--- config.mk ---
export PLATFORM = sky130hd
export DESIGN_NAME = mp_add_sequencer
export DESIGN_NICKNAME = d
export VERILOG_FILES = /design/src/rtl/mp_add_sequencer.sv
export SDC_FILE = /design/constraint.sdc
export NUM_CORES = 1
export LEC_CHECK = 0
export BUFFER_PORTS_ARGS = -buffer_cell sky130_fd_sc_hd__buf_2
export CORE_MARGIN = 2
export CORE_UTILIZATION = 40
export DETAILED_ROUTE_END_ITERATION = 16
export GPL_ROUTABILITY_DRIVEN = 0
export PLACE_DENSITY_LB_ADDON = 0.12
export SLEW_MARGIN = 10
export SYNTH_ARGS = -nofsm -noshare
export SYNTH_HDL_FRONTEND = slang
export SYNTH_SLANG_ARGS = --single-unit
--- constraint.sdc ---
create_clock -name clk -period 9.2 [get_ports clk]
set_clock_uncertainty 0.2 [all_clocks]
set_input_delay 0.92 -clock clk [delete_from_list [all_inputs] [get_ports clk]]
set_output_delay 0.92 -clock clk [all_outputs]
set_load 0.02 [all_outputs]
--- src/rtl/mp_add_sequencer.sv ---
// Word-serial multi-precision adder: LS word first through one ripple-carry adder, carry kept in a register.
// Optional build macro SUBTRACT_EN enables A-B mode via the sub port (A + ~B + 1).

module ripple_carry_adder #(
  parameter int WIDTH = 8
) (
  input  logic [WIDTH-1:0] i_a,
  input  logic [WIDTH-1:0] i_b,
  input  logic             i_ci,
  output logic [WIDTH-1:0] o_s,
  output logic             o_co
);
  logic [WIDTH:0] w_c;

  assign w_c[0] = i_ci;
  for (genvar i = 0; i < WIDTH; i++) begin : g_fa
    assign o_s[i]   = i_a[i] ^ i_b[i] ^ w_c[i];
    assign w_c[i+1] = (i_a[i] & i_b[i]) | (w_c[i] & (i_a[i] ^ i_b[i]));
  end
  assign o_co = w_c[WIDTH];
endmodule

module mp_add_sequencer #(
  parameter int WIDTH = 8,
  parameter int CNT_W = 4
) (
  input  logic             clk,
  input  logic             rst_n,
  input  logic             start,
  input  logic [CNT_W-1:0] nwords,
  input  logic             sub,
  input  logic [WIDTH-1:0] a_word,
  input  logic [WIDTH-1:0] b_word,
  input  logic             in_valid,
  output logic             in_ready,
  output logic [WIDTH-1:0] sum_word,
  output logic             out_valid,
  input  logic             out_ready,
  output logic             out_last,
  output logic             busy,
  output logic             done,
  output logic             carry_out
);
  typedef enum logic [1:0] {S_IDLE, S_RUN, S_FIN} state_t;

  state_t           r_state;
  state_t           w_next;
  logic [CNT_W-1:0] r_remaining;
  logic             r_carry;
  logic [WIDTH-1:0] r_sum;
  logic             r_out_valid;
  logic             r_out_last;
  logic             r_carry_out;

  logic             w_start;
  logic             w_accept;
  logic             w_out_hs;
  logic             w_sub_mode;
  logic             w_init_carry;
  logic [WIDTH-1:0] w_b_eff;
  logic [WIDTH-1:0] w_rca_sum;
  logic             w_rca_co;

`ifdef SUBTRACT_EN
  logic r_sub;

  always_ff @(posedge clk or negedge rst_n) begin
    if (!rst_n)       r_sub <= 1'b0;
    else if (w_start) r_sub <= sub;
  end
  assign w_sub_mode   = r_sub;
  assign w_init_carry = sub;
`else
  logic w_unused_sub;

  assign w_unused_sub = sub;
  assign w_sub_mode   = 1'b0;
  assign w_init_carry = 1'b0;
`endif

  assign w_start  = (r_state == S_IDLE) && start;
  assign w_out_hs = r_out_valid && out_ready;
  // The output register may refill in the same cycle it drains, giving one word per cycle.
  assign in_ready = (r_state == S_RUN) && (r_remaining != '0) && (!r_out_valid || out_ready);
  assign w_accept = in_valid && in_ready;
  assign w_b_eff  = w_sub_mode ? ~b_word : b_word;

  ripple_carry_adder #(.WIDTH(WIDTH)) u_rca (
    .i_a  (a_word),
    .i_b  (w_b_eff),
    .i_ci (r_carry),
    .o_s  (w_rca_sum),
    .o_co (w_rca_co)
  );

  always_comb begin
    w_next = r_state;
    case (r_state)
      S_IDLE:  if (start) w_next = (nwords != '0) ? S_RUN : S_FIN;
      S_RUN:   if (w_out_hs && r_out_last) w_next = S_FIN;
      S_FIN:   w_next = S_IDLE;
      default: w_next = S_IDLE;
    endcase
  end

  always_ff @(posedge clk or negedge rst_n) begin
    if (!rst_n) r_state <= S_IDLE;
    else        r_state <= w_next;
  end

  always_ff @(posedge clk or negedge rst_n) begin
    if (!rst_n) begin
      r_remaining <= '0;
      r_carry     <= 1'b0;
      r_carry_out <= 1'b0;
    end else if (w_start) begin
      r_remaining <= nwords;
      r_carry     <= w_init_carry;
      r_carry_out <= 1'b0;
    end else if (w_accept) begin
      r_remaining <= r_remaining - CNT_W'(1);
      r_carry     <= w_rca_co;
    end else if (r_state == S_FIN) begin
      r_carry_out <= r_carry;
    end
  end

  always_ff @(posedge clk or negedge rst_n) begin
    if (!rst_n) begin
      r_sum       <= '0;
      r_out_valid <= 1'b0;
      r_out_last  <= 1'b0;
    end else if (w_accept) begin
      r_sum       <= w_rca_sum;
      r_out_valid <= 1'b1;
      r_out_last  <= (r_remaining == CNT_W'(1));
    end else if (w_out_hs) begin
      r_out_valid <= 1'b0;
      r_out_last  <= 1'b0;
    end
  end

  assign sum_word  = r_sum;
  assign out_valid = r_out_valid;
  assign out_last  = r_out_last;
  assign carry_out = r_carry_out;
  assign busy      = (r_state != S_IDLE);
  assign done      = (r_state == S_FIN);
endmodule

======== Word-level counts from Yosys, hierarchy flattened ========
Index checks and enable logic that the tools add are counted.
cells by class
  equal/unequal tests ..................... 6
  muxes and demuxes ....................... 14
  add/subtract/negate cells ............... 1
  bitwise operators ....................... 40
  reductions and logical operators ........ 17
operators by type and width
  kind                                                   count
  bitwise AND 1 bit                                      16
  bitwise XOR 1 bit                                      16
  2-to-1 mux 1 bit                                       8
  2-to-1 mux 4 bit                                       2
  bitwise OR 1 bit                                       8
  nonzero test 2 bit                                     4
  nonzero test 4 bit                                     2
  logical AND 1 bit                                      6
  2-to-1 mux 2 bit                                       3
  == test 4 x 1 -> 1 bit, second input constant          1
  inequality test 2 bit, second input constant           2
  one-hot mux 2 bit (2 select lines)                     1
  AND reduction 2 bit                                    2
  subtractor 4 x 1 -> 4 bit, second input constant       1
  == test 2 x 1 -> 1 bit, second input constant          1
  == test 2 bit, second input constant                   1
  logical NOT 2 bit                                      1
  inequality test 2 x 1 -> 1 bit, second input constant  1
  logical NOT 1 bit                                      1
  logical OR 1 bit                                       1
storage, ports and cells
  register bits ........................... 18
  output and inout bits ................... 14
  word-level logic and storage cells ...... 85
  input port bits ......................... 26

======== Longest topological paths before layout ========
  depth in word-level cells ............... 19
  depth in mapped cells ................... 12
  depth with buffers taken out ............ 12

======== By module ========
Synthesis repeated with hierarchy kept, for this count alone.
unflattened totals
  cell total of the unflattened synthesis .. 97
  area, all modules ....................... 1084.8 µm²
modules (own cells, without submodules)
  module              sequential area each (µm²)  times used  cells an instance  area an instance (µm²)
  mp_add_sequencer    450.4                       1           79                 887.1
  ripple_carry_adder  0.0                         1           18                 197.7

======== Worst setup path after synthesis ========
Ideal clock, no wire load.
  path type ............................... input -> register
  from .................................... in a_word[0]
  to ...................................... reg r_sum[7], in the netlist sum_word[7]
  data required time ...................... 8917 ps
  stages .................................. 12
  arrival ................................. 4030 ps
  library setup time ...................... 83 ps
  path buffers ............................ 0
  path slack .............................. 4887 ps
  path through ............................ fa_1 -> inv_1 -> fa_1 -> inv_1 -> fa_1 -> fa_1 -> fa_1 -> fa_1 -> fa_1 -> inv_1 -> fa_1 -> o21ai_0
between the ends
  word-level cells in the longest chain between the ends .. 16
  elaborated cells on any way between the ends .. 17
  those cells by class .................... 17 x bitwise
RTL lines
  what                  line  source
  from (decl)           32    input logic [WIDTH-1:0] a_word,
  bitwise XOR 1 bit     18    assign w_c[i+1] = (i_a[i] & i_b[i]) | (w_c[i] & (i_a[i] ^ i_b[i]));
  bitwise AND 1 bit     18
  bitwise OR 1 bit *    18
  bitwise AND 1 bit *   18
  bitwise OR 1 bit *    18
  bitwise AND 1 bit *   18
  bitwise OR 1 bit *    18
  bitwise AND 1 bit *   18
  bitwise OR 1 bit *    18
  bitwise AND 1 bit *   18
  bitwise OR 1 bit *    18
  bitwise AND 1 bit *   18
  bitwise OR 1 bit *    18
  bitwise AND 1 bit *   18
  bitwise OR 1 bit *    18
  bitwise XOR 1 bit *   17    assign o_s[i] = i_a[i] ^ i_b[i] ^ w_c[i];
  to (signal assigned)  134   r_sum <= w_rca_sum;
  to (decl)             50    logic [WIDTH-1:0] r_sum;
Mark *: on every way between the ends. The rest lies on a longest branch, timed or not.
A chain may end at the register's enable or synchronous reset.

======== Worst setup path in the final report ========
Same ends and word-level chain as after synthesis.

==> impl_metrics.csv <==
group,metric,value,unit
status,outcome,"finished, final reports clean",
timing,worstMarginPinSlew,0.430,ns
placement,dp_hpwl,1680,um
die,die_y,56.0,um
timing,drv_slew,0,
clock_network,root_buffer,"clkbuf_4",
finish,drive_gt1_frac,0.443,
detailed_routing,drtPass1Iterations,4,
clock_network,cts_resized,0,
timing,tns,0,ns
critical_path,crit_arrival,4.33,ns
global_routing,grt_pass1_wl,3420,um
logic_synthesis,synth_edf_count,0,
critical_path,cp-start-kind,"primary input",
logic_synthesis,yosysUniqueCellTypes,33,
logic_synthesis,syn_area,1080,sq um
clock_network,ctsHoldBuffers,0,
clock_network,cts_setup_buffers,0,
clock_network,cts.reportedPaths.clkPinSlew,0.10,ns
clock_network,cts_buffer_depth,2,
die,die_w,56.0,um
critical_path,path_common_cell,"fa_1",
critical_path,worstReg2RegStart,"r_carry",
logic_synthesis,synth_top_area_share,0.417,
detailed_routing,ant_nets,0,
critical_path,end_kind,"flip-flop",
power,switching_share,0.413,
timing,period_minus_slack,4.31,ns
timing,fmaxAchievable,232,MHz
power,p_comb_frac,0.499,
critical_path,crit_fanout,1,
power,p_leak,0.000665,uW
die,ios,40,
critical_path,r2r_cells,12,
timing,hold_viol_final,0,
power,internal-power,228,uW
detailed_routing,wl_met2,1010,um
die,row_count,18,
critical_path,cpPeakStageDelay,0.41,ns
logic_synthesis,async_flop_share,1.00,
logic_synthesis,synthCells,91,
global_routing,grt_pass1_vias,803,
timing,timing.slew.headroom,0.711,
min_path,min_path_type,"reg2reg",
power,netSwitchingPower,161,uW
clock_network,cts_tree,"built",
detailed_routing,top_layer,"met4",
critical_path,endpoint,"sum_word[7]",
global_routing,grt_start_max_net_pins,19,
global_routing,grtUsageTotal,0.143,
timing,period_share,0.469,
detailed_routing,wire_per_inst,12.7,um
die,dieArea,3130,sq um
power,clkPwrFrac,0.126,
job,maxCapViolCount,0,
logic_synthesis,synthTopCellsByArea,"dfrtp_1 (42%), fa_1 (15%), mux2_2 (6.3%)",
critical_path,cp_cell_sequence,"buf_2 -> fa_1 -> inv_1 -> fa_1 -> inv_1 -> fa_1 -> fa_1 -> fa_1 -> fa_1 -> fa_1 -> inv_1 -> fa_1 -> o21ai_0",
detailed_routing,drt-met1-wl,899,um
critical_path,crit_slowest_cell,"fa_1",
power,power_frac_seq,0.375,
timing,rsz0062_at_grt,"no",
clock_network,cts_buffers,3,
detailed_routing,vias,789,
logic_synthesis,yosysWarnings,0,
global_routing,antenna_found_initial,0,
clock_network,worstSkewPairLatency,0.30,ns
critical_path,r2r_setup_slack,5.24,ns
power,p_per_area,294,nW/um^2
logic_synthesis,syn-num-nets,127,
die,coreArea,2520,sq um
critical_path,crit_type,"in2reg",
global_routing,overflow,0,
critical_path,r2r-end,"sum_word[7]",
clock_network,cts_sinks,18,
timing,holdWs,0.305,ns
detailed_routing,wl_met3,109,um
logic_synthesis,synth.ff_latch_count,18,
finish,antenna_cells_inserted,0,
detailed_routing,drt_iter0_drc,10,
detailed_routing,routed_wl,2040,um
power,power.ir.vdd_worst,0.156,mV
timing,final-setup-viol-count,0,
logic_synthesis,synth-main-ff-cell,"dfrtp_1",
critical_path,cp.required,9.22,ns
finish,final_cell_area,1320,sq um
die,start_util,0.428,
finish,fin_nets,168,
placement,portBuffers,38,
finish,fillers,249,
logic_synthesis,ys_seq_area_frac,0.417,
logic_synthesis,postSynthAreaPerCell,11.9,sq um
finish,area_growth,22.6,%
critical_path,crit_start,"a_word[0]",
detailed_routing,viasPerCell,4.90,
logic_synthesis,synth_top_cell_by_area,"dfrtp_1",
detailed_routing,drc_errors,0,
placement,placed_cell_area,1290,sq um
clock_network,htreeDepth,1,
cell families (layout without fill, tap and decap cells):
kind of cell | count (synthesis) | count (layout) | synth area share
AO/OA/AOI/OAI | 12 | 12 | 0.0800
XOR/XNOR | 1 | 1 | 0.00811
multiplexers | 8 | 8 | 0.0811
adder cells (fa/ha/maj) | 10 | 10 | 0.171
buffers and inverters | 12 | 52 | 0.0533
AND/OR/NAND/NOR | 30 | 30 | 0.189
flip-flops | 18 | 18 | 0.417
synthesized netlist by cell type, types with 2 or more instances:
| cell type | number |
|---|---|
| a21oi_1 | 3 |
| mux2i_1 | 2 |
| inv_1 | 10 |
| fa_1 | 8 |
| nor2_2 | 2 |
| nand2_1 | 6 |
| mux2_2 | 6 |
| ha_1 | 2 |
| nor2_1 | 5 |
| nand3b_1 | 2 |
| a221o_1 | 4 |
| dfrtp_1 | 18 |
| o21ai_0 | 3 |
cells in the final DEF (no fill, tap or decap), drive strengths merged, types with 4 or more instances in the layout:
cell / netlist / routed
a221o: 4 / 4
nand2: 6 / 6
clkbuf: 0 / 4
mux2: 6 / 6
fa: 8 / 8
dfrtp: 18 / 18
nor2: 7 / 7
buf: 2 / 38
inv: 10 / 10
worst min path at each step:
stage	start	to	cells after the start
6_report	sum_word[1]	sum_word[1]	2
5_1_grt	sum_word[5]	sum_word[5]	1
4_1_cts	sum_word[1]	sum_word[1]	2
3_5_place_dp	sum_word[1]	sum_word[1]	2
3_3_place_gp	sum_word[1]	sum_word[1]	2
2_1_floorplan	r_remaining[2]	out_last	1
power by group through the flow:
stage	Combinational [uW]	Sequential [uW]	Clock, uW
after floorplan	120	171	0
after global placement	193	146	0
after detailed placement	199	148	0
after CTS	198	146	50.6
after global routing	214	152	53.9
final	194	146	49.2
layer usage:
| layer | up-vias | GRT usage |
|---|---|---|
| met3 | 5 | 0.0488 |
| met1 | 365 | 0.159 |
| met2 | 24 | 0.257 |
| li1 | 395 | - |
| met4 | 0 | 0.0408 |
| met5 | - | 0 |
critical path: cells and delay by family:
kind / cells / cell delay (ns)
adders and majority gates: 8 / 2.91
buffers and inverters: 4 / 0.33
AOI/OAI and AO/OA: 1 / 0.17
flip-flops by register name, indices dropped and copies added (netlist names):
register / cells
r_state: 2
r_carry: 1
sum_word: 8
out_valid: 1
carry_out: 1
r_remaining: 4
out_last: 1
per-stage QoR:
stage	util	total power (uW)	std cells	setup slack, ns
floorplan	-	291	91	4.89
global placement	0.510	340	157	4.58
detailed placement	0.510	346	157	4.51
CTS	0.525	395	161	4.84
global route	0.525	420	161	4.76
finish	0.525	389	161	4.89
area by class of cell:
type                       count  area, sq um  share of cell area
clock buffer                   4         36.3              0.0274
inverter                      10         37.5              0.0284
sequential                    18          450               0.340
multi-input combinational     61          572               0.432
tap                           30         37.5              0.0284
timing repair buffer          38          190               0.144
(Power assumes the default switching activity.)
